$ cat src/rtl/tx_ipv4.sv
// tx_ipv4: IPv4 transmit framer. Latches a start request, sums the header, then streams a 20-byte header plus payload.
// Latency: tx_start edge to first header byte is 11 cycles; the datagram then streams at one byte per cycle.
// Backpressure: none downstream; payload is pulled one cycle ahead through tx_data_req (FWFT source).
module tx_ipv4 #(
  parameter int         OCT = 8,
  parameter logic [7:0] TTL = 8'h40,
  parameter logic       DF  = 1'b1
) (
  input  logic           TX_CLK,
  input  logic           rst,
  input  logic [31:0]    ip_addr,
  input  logic [31:0]    tx_dst_ip,
  input  logic [7:0]     tx_protocol,
  input  logic [15:0]    tx_data_len,
  input  logic           tx_start,
  output logic           tx_busy,
  output logic           tx_err,
  output logic           tx_data_req,
  input  logic [OCT-1:0] tx_data,
  output logic           tx_payload_ipv4,
  output logic [OCT-1:0] tx_payload
);

  // Largest payload that still fits a 16-bit total_len after the 20-byte header.
  localparam logic [15:0] MAX_LEN   = 16'd65515;
  localparam logic [15:0] HDR_BYTES = 16'd20;

  typedef enum logic [2:0] {
    S_IDLE,
    S_CSUM,
    S_FOLD,
    S_HDR,
    S_DATA
  } state_t;

  state_t         state_q, state_d;
  logic           busy_q, busy_d;
  logic           err_q, err_d;
  logic           req_q, req_d;
  logic           vld_q, vld_d;
  logic [OCT-1:0] pay_q, pay_d;
  logic [15:0]    id_q, id_d;
  logic [31:0]    src_q, src_d;
  logic [31:0]    dst_q, dst_d;
  logic [7:0]     proto_q, proto_d;
  logic [15:0]    len_q, len_d;
  logic [31:0]    acc_q, acc_d;
  logic [15:0]    csum_q, csum_d;
  // Shared step counter: checksum word index, header byte index, then payload byte count.
  logic [15:0]    cnt_q, cnt_d;

  logic [15:0]    total_len;
  logic [3:0]     word_idx;
  logic [15:0]    word;
  logic [16:0]    fold1;
  logic [15:0]    fold2;

  assign total_len = HDR_BYTES + len_q;

  // Header word index: checksum pass skips the checksum slot (word 5), header pass walks bytes pairwise.
  always_comb begin
    word_idx = cnt_q[4:1];
    if (state_q == S_CSUM) begin
      if (cnt_q[3:0] < 4'd5) begin
        word_idx = cnt_q[3:0];
      end else begin
        word_idx = cnt_q[3:0] + 4'd1;
      end
    end
  end

  // Header word table in wire order, one 16-bit big-endian word per slot.
  always_comb begin
    word = 16'h0000;
    case (word_idx)
      4'd0:    word = 16'h4500;
      4'd1:    word = total_len;
      4'd2:    word = id_q;
      4'd3:    word = {1'b0, DF, 14'h0000};
      4'd4:    word = {TTL, proto_q};
      4'd5:    word = csum_q;
      4'd6:    word = src_q[31:16];
      4'd7:    word = src_q[15:0];
      4'd8:    word = dst_q[31:16];
      4'd9:    word = dst_q[15:0];
      default: word = 16'h0000;
    endcase
  end

  // Two-stage end-around carry fold of the 32-bit accumulator.
  always_comb begin
    fold1 = {1'b0, acc_q[15:0]} + {1'b0, acc_q[31:16]};
    fold2 = fold1[15:0] + {15'h0000, fold1[16]};
  end

  // Next-state logic for the framer sequence and all registered outputs.
  always_comb begin
    state_d = state_q;
    busy_d  = busy_q;
    err_d   = 1'b0;
    req_d   = req_q;
    vld_d   = vld_q;
    pay_d   = pay_q;
    id_d    = id_q;
    src_d   = src_q;
    dst_d   = dst_q;
    proto_d = proto_q;
    len_d   = len_q;
    acc_d   = acc_q;
    csum_d  = csum_q;
    cnt_d   = cnt_q;

    case (state_q)
      S_IDLE: begin
        if (tx_start) begin
          if (tx_data_len > MAX_LEN) begin
            err_d = 1'b1;
          end else begin
            src_d   = ip_addr;
            dst_d   = tx_dst_ip;
            proto_d = tx_protocol;
            len_d   = tx_data_len;
            busy_d  = 1'b1;
            acc_d   = 32'h0000_0000;
            cnt_d   = 16'h0000;
            state_d = S_CSUM;
          end
        end
      end

      S_CSUM: begin
        acc_d = acc_q + {16'h0000, word};
        cnt_d = cnt_q + 16'd1;
        if (cnt_q[3:0] == 4'd8) begin
          cnt_d   = 16'h0000;
          state_d = S_FOLD;
        end
      end

      S_FOLD: begin
        csum_d  = ~fold2;
        cnt_d   = 16'h0000;
        state_d = S_HDR;
      end

      S_HDR: begin
        vld_d = 1'b1;
        pay_d = cnt_q[0] ? word[OCT-1:0] : word[2*OCT-1:OCT];
        cnt_d = cnt_q + 16'd1;
        if (cnt_q == HDR_BYTES - 16'd1) begin
          // Request the first payload byte alongside the last header byte so data follows gap-free.
          req_d   = (len_q != 16'h0000);
          cnt_d   = 16'h0000;
          state_d = S_DATA;
        end
      end

      S_DATA: begin
        if (cnt_q == len_q) begin
          vld_d   = 1'b0;
          busy_d  = 1'b0;
          req_d   = 1'b0;
          id_d    = id_q + 16'd1;
          state_d = S_IDLE;
        end else begin
          pay_d = tx_data;
          cnt_d = cnt_q + 16'd1;
          req_d = (({1'b0, cnt_q} + 17'd1) < {1'b0, len_q});
        end
      end

      default: begin
        state_d = S_IDLE;
        busy_d  = 1'b0;
        req_d   = 1'b0;
        vld_d   = 1'b0;
      end
    endcase
  end

  // State and output registers; reset aborts any frame in flight.
  always_ff @(posedge TX_CLK or posedge rst) begin
    if (rst) begin
      state_q <= S_IDLE;
      busy_q  <= 1'b0;
      err_q   <= 1'b0;
      req_q   <= 1'b0;
      vld_q   <= 1'b0;
      pay_q   <= '0;
      id_q    <= 16'h0000;
      src_q   <= 32'h0000_0000;
      dst_q   <= 32'h0000_0000;
      proto_q <= 8'h00;
      len_q   <= 16'h0000;
      acc_q   <= 32'h0000_0000;
      csum_q  <= 16'h0000;
      cnt_q   <= 16'h0000;
    end else begin
      state_q <= state_d;
      busy_q  <= busy_d;
      err_q   <= err_d;
      req_q   <= req_d;
      vld_q   <= vld_d;
      pay_q   <= pay_d;
      id_q    <= id_d;
      src_q   <= src_d;
      dst_q   <= dst_d;
      proto_q <= proto_d;
      len_q   <= len_d;
      acc_q   <= acc_d;
      csum_q  <= csum_d;
      cnt_q   <= cnt_d;
    end
  end

  assign tx_busy         = busy_q;
  assign tx_err          = err_q;
  assign tx_data_req     = req_q;
  assign tx_payload_ipv4 = vld_q;
  assign tx_payload      = pay_q;

endmodule

$ cat config.mk
export PLATFORM = sky130hd
export DESIGN_NAME = tx_ipv4
export DESIGN_NICKNAME = d
export VERILOG_FILES = /design/src/rtl/tx_ipv4.sv
export SDC_FILE = /design/constraint.sdc
export NUM_CORES = 1
export LEC_CHECK = 0
export CAP_MARGIN = 20
export CELL_PAD_IN_SITES_DETAIL_PLACEMENT = 1
export CELL_PAD_IN_SITES_GLOBAL_PLACEMENT = 1
export CORE_MARGIN = 2
export CORE_UTILIZATION = 44
export DETAILED_ROUTE_END_ITERATION = 8
export PLACE_DENSITY = 0.79
export SYNTH_ARGS = -nofsm -noshare
export SYNTH_HDL_FRONTEND = slang
export SYNTH_SLANG_ARGS = --single-unit
$ cat constraint.sdc
create_clock -name TX_CLK -period 7.8 [get_ports TX_CLK]
set_input_delay 1.56 -clock TX_CLK [delete_from_list [all_inputs] [get_ports TX_CLK]]
set_output_delay 1.56 -clock TX_CLK [all_outputs]
set_load 0.02 [all_outputs]
==> impl_metrics.env <==
export IMPL_status="finished, final reports clean"
export IMPL_ant_nets=0
export IMPL_fin_ws_ps=1340
export IMPL_yosysMostFrequentCell="nand2_1"
export IMPL_ctsResizeCount=0
export IMPL_wl_met1_microns=16700
export IMPL_wl_met3_microns=1820
export IMPL_portBuffers=110
export IMPL_drc=0
export IMPL_antenna_found_initial=0
export IMPL_cp_max_fo=19
export IMPL_gp_congestion=0.940
export IMPL_core_area_sq_um=25900
export IMPL_powerDensity_nw_per_um2=144
export IMPL_fin_skew_ps=14.8
export IMPL_grt_max_degree=100
export IMPL_path_clk_slew_ps=80
export IMPL_grt_pass1_wl_microns=61800
export IMPL_dp_cells=1733
export IMPL_wl_met2_microns=19200
export IMPL_p_leak_nw=6.49
export IMPL_routed_via_density=5.93
export IMPL_std_cell_rows=59
export IMPL_hold_viol_final=0
export IMPL_crit_arrival_ps=6800
export IMPL_maxSlewHeadroom=0.318
export IMPL_finish_net_count=1576
export IMPL_die_h_microns=166
export IMPL_ys_seq_area_frac=0.398
export IMPL_pre_cts_ws_ps=1510
export IMPL_synth_common_cells="nand2_1 (353), dfrtp_1 (183), nor2_1 (65), o21ai_0 (65), ha_1 (55)"
export IMPL_yosysWarnings=0
export IMPL_design_power_total_mw=1.95
export IMPL_setup_viol=0
export IMPL_vias=10500
export IMPL_yosysTopAreaCellShare=0.398
export IMPL_final_cells=1768
export IMPL_io_pins=111
export IMPL_fin_crit_sh=0.828
export IMPL_cts_post_setup_buffers_inserted=0
export IMPL_netlist_instances=1339
export IMPL_wire_per_inst_microns=22.2
export IMPL_tns_ps=0
export IMPL_ys_async_sr_fraction=1.00
export IMPL_dieArea_sq_um=27500
export IMPL_synthTopCellsByArea="dfrtp_1 (40%), nand2_1 (12%), ha_1 (6.0%)"
export IMPL_clock_sinks=183
export IMPL_cts_max_level=4
export IMPL_start_util=0.444
export IMPL_timing_hold_ws_ps=485
export IMPL_cts_root_buffer="clkbuf_16"
export IMPL_dp_hpwl_microns=29100
export IMPL_track_usage=0.285
export IMPL_critPathLaunchType="flip-flop"
export IMPL_slew_viol_final=0
export IMPL_cts_buffer_depth=2
export IMPL_fillers=3052
export IMPL_overflow=0
export IMPL_hold_path_class="reg2reg"
export IMPL_worst_ir_drop_vdd_mv=0.147
export IMPL_critical_path_class="reg2reg"
export IMPL_diodes=0
export IMPL_synth_seq_cells=183
export IMPL_grt_pass1_vias=11000
export IMPL_synthFlopType="dfrtp_1"
export IMPL_syn_to_final_growth_pct=17.4
export IMPL_clock_fmax_ghz=0.155
export IMPL_syn_area_sq_um=11500
export IMPL_synth_cell_types=85
export IMPL_worstMarginPinSlew_ps=1020
export IMPL_maxCapViolCount=0
export IMPL_yosysTopAreaCell="dfrtp_1"
export IMPL_avgSynthCellArea_sq_um=8.60
export IMPL_firstDrtPassIters=7
export IMPL_cts_tree="built"
export IMPL_critPathCaptureType="flip-flop"
export IMPL_fin_crit_ps=6460
export IMPL_synth_nets=1495
export IMPL_cts_buffers_inserted=17
export IMPL_drt_wl_total_microns=39200
export IMPL_crit_required_ps=8140
export IMPL_synth_edf_count=0
export IMPL_rsz0062_at_grt="false"
export IMPL_cts_hold_buffers_added=0
export IMPL_first_iter_violations=944
export IMPL_worstSkewPairLatency_ps=450
export IMPL_die_x_microns=166
export IMPL_highest_layer="met4"
export IMPL_drive_above_1_share=0.0579
==> worst max-delay path, cell delays in order, from the launching register on <==
cell       delay, ps
dfrtp_1          590
clkinv_1         350
ha_1             360
and2b_1          320
nor4_1            90
o21ai_2          260
nand2_1          480
buf_4            400
a222oi_1         250
a21oi_1          150
a2111oi_2        470
inv_1            100
ha_1             350
or4_1            470
o21ai_0          110
nor2_1           110
a211oi_2         320
nor3_1           120
a211oi_2         750
nor4_1           120
o21bai_1         190
==> registers in the layout, indices dropped and copies added, names as in the netlist <==
| name | flops |
|---|---|
| acc_q | 32 |
| cnt_q | 16 |
| csum_q | 16 |
| dst_q | 32 |
| id_q | 16 |
| len_q | 16 |
| proto_q | 8 |
| src_q | 32 |
| state_q | 3 |
| tx_busy | 1 |
| tx_data_req | 1 |
| tx_err | 1 |
| tx_payload | 8 |
| tx_payload_ipv4 | 1 |
==> kinds of logic (layout without fill, tap and decap cells) <==
kind of cell,count (synthesis),after routing,share of synthesized area
AOI/OAI and AO/OA,300,300,0.192
xor gates and xnor gates,89,89,0.0683
adders and majority gates,57,57,0.0632
buffers and inverters,108,202,0.0376
DFF,183,183,0.398
muxes,8,8,0.00717
and+or+nand+nor,594,594,0.234
==> final cells by class <==
class                      count  area [sq um]  share of cell area
timing repair buffer         123          1210              0.0892
sequential                   183          4580               0.339
clock inverter                15           190              0.0141
multi-input combinational   1048          6520               0.482
inverter                      47           181              0.0134
tap                          335           419              0.0310
clock buffer                  17           425              0.0315
==> through the flow <==
| step | utilization | cell area [sq um] |
|---|---|---|
| 6_report | 0.522 | 13500 |
| 3_5_place_dp | 0.497 | 12900 |
| 2_1_floorplan | - | 11500 |
| 3_3_place_gp | 0.497 | 12900 |
| 5_1_grt | 0.522 | 13500 |
| 4_1_cts | 0.521 | 13500 |
==> final timing paths <==
check / from / to / slack, ps / cells past startpoint
max: cnt_q[0] / acc_q[28] / 1340 / 20
min: src_q[18] / src_q[18] / 490 / 2
max reg2reg: cnt_q[0] / acc_q[28] / 1340 / 20
min reg2reg: src_q[18] / src_q[18] / 490 / 2
max in group asynchronous: rst / dst_q[19] / 4870 / 3
min in group asynchronous: rst / cnt_q[14] / 1710 / 2
==> report_power, final <==
group | leakage (nW) | switching (mW) | internal (mW) | total (mW)
registers | 2.34 | 0.00206 | 0.950 | 0.952
clock network | 0.294 | 0.467 | 0.439 | 0.906
logic | 3.86 | 0.0380 | 0.0500 | 0.0880
total | 6.49 | 0.507 | 1.44 | 1.95
==> per-layer routing <==
metal,global-route usage,vias up
met2,0.480,305
li1,-,4887
met1,0.371,5226
met3,0.0372,69
met4,0.120,0
met5,0,-
==> placed cells by master (no fill, tap or decap), types with 6 or more instances in the layout <==
cell and count:
o21bai_1 12, nor2_1 65, inv_1 45, o21a_1 8
o21ai_1 7, nor2b_1 7, buf_4 11, clkdlybuf4s50_1 110
a21oi_1 42, nand2b_1 12, nand4_1 18, nand3_1 27
dfrtp_1 183, o211ai_1 9, o221ai_1 8, mux2i_1 6
ha_1 55, nor4_1 23, nor3b_1 7, o21ai_0 65
a22oi_1 11, a21o_1 22, and2_1 11, xor2_1 39
clkbuf_16 17, and3_1 21, nand2_1 352, nor3_1 19
clkinv_8 6, xnor2_1 49, a22o_1 29, a222oi_1 15
No activity file was read; power rests on OpenSTA's default activity.
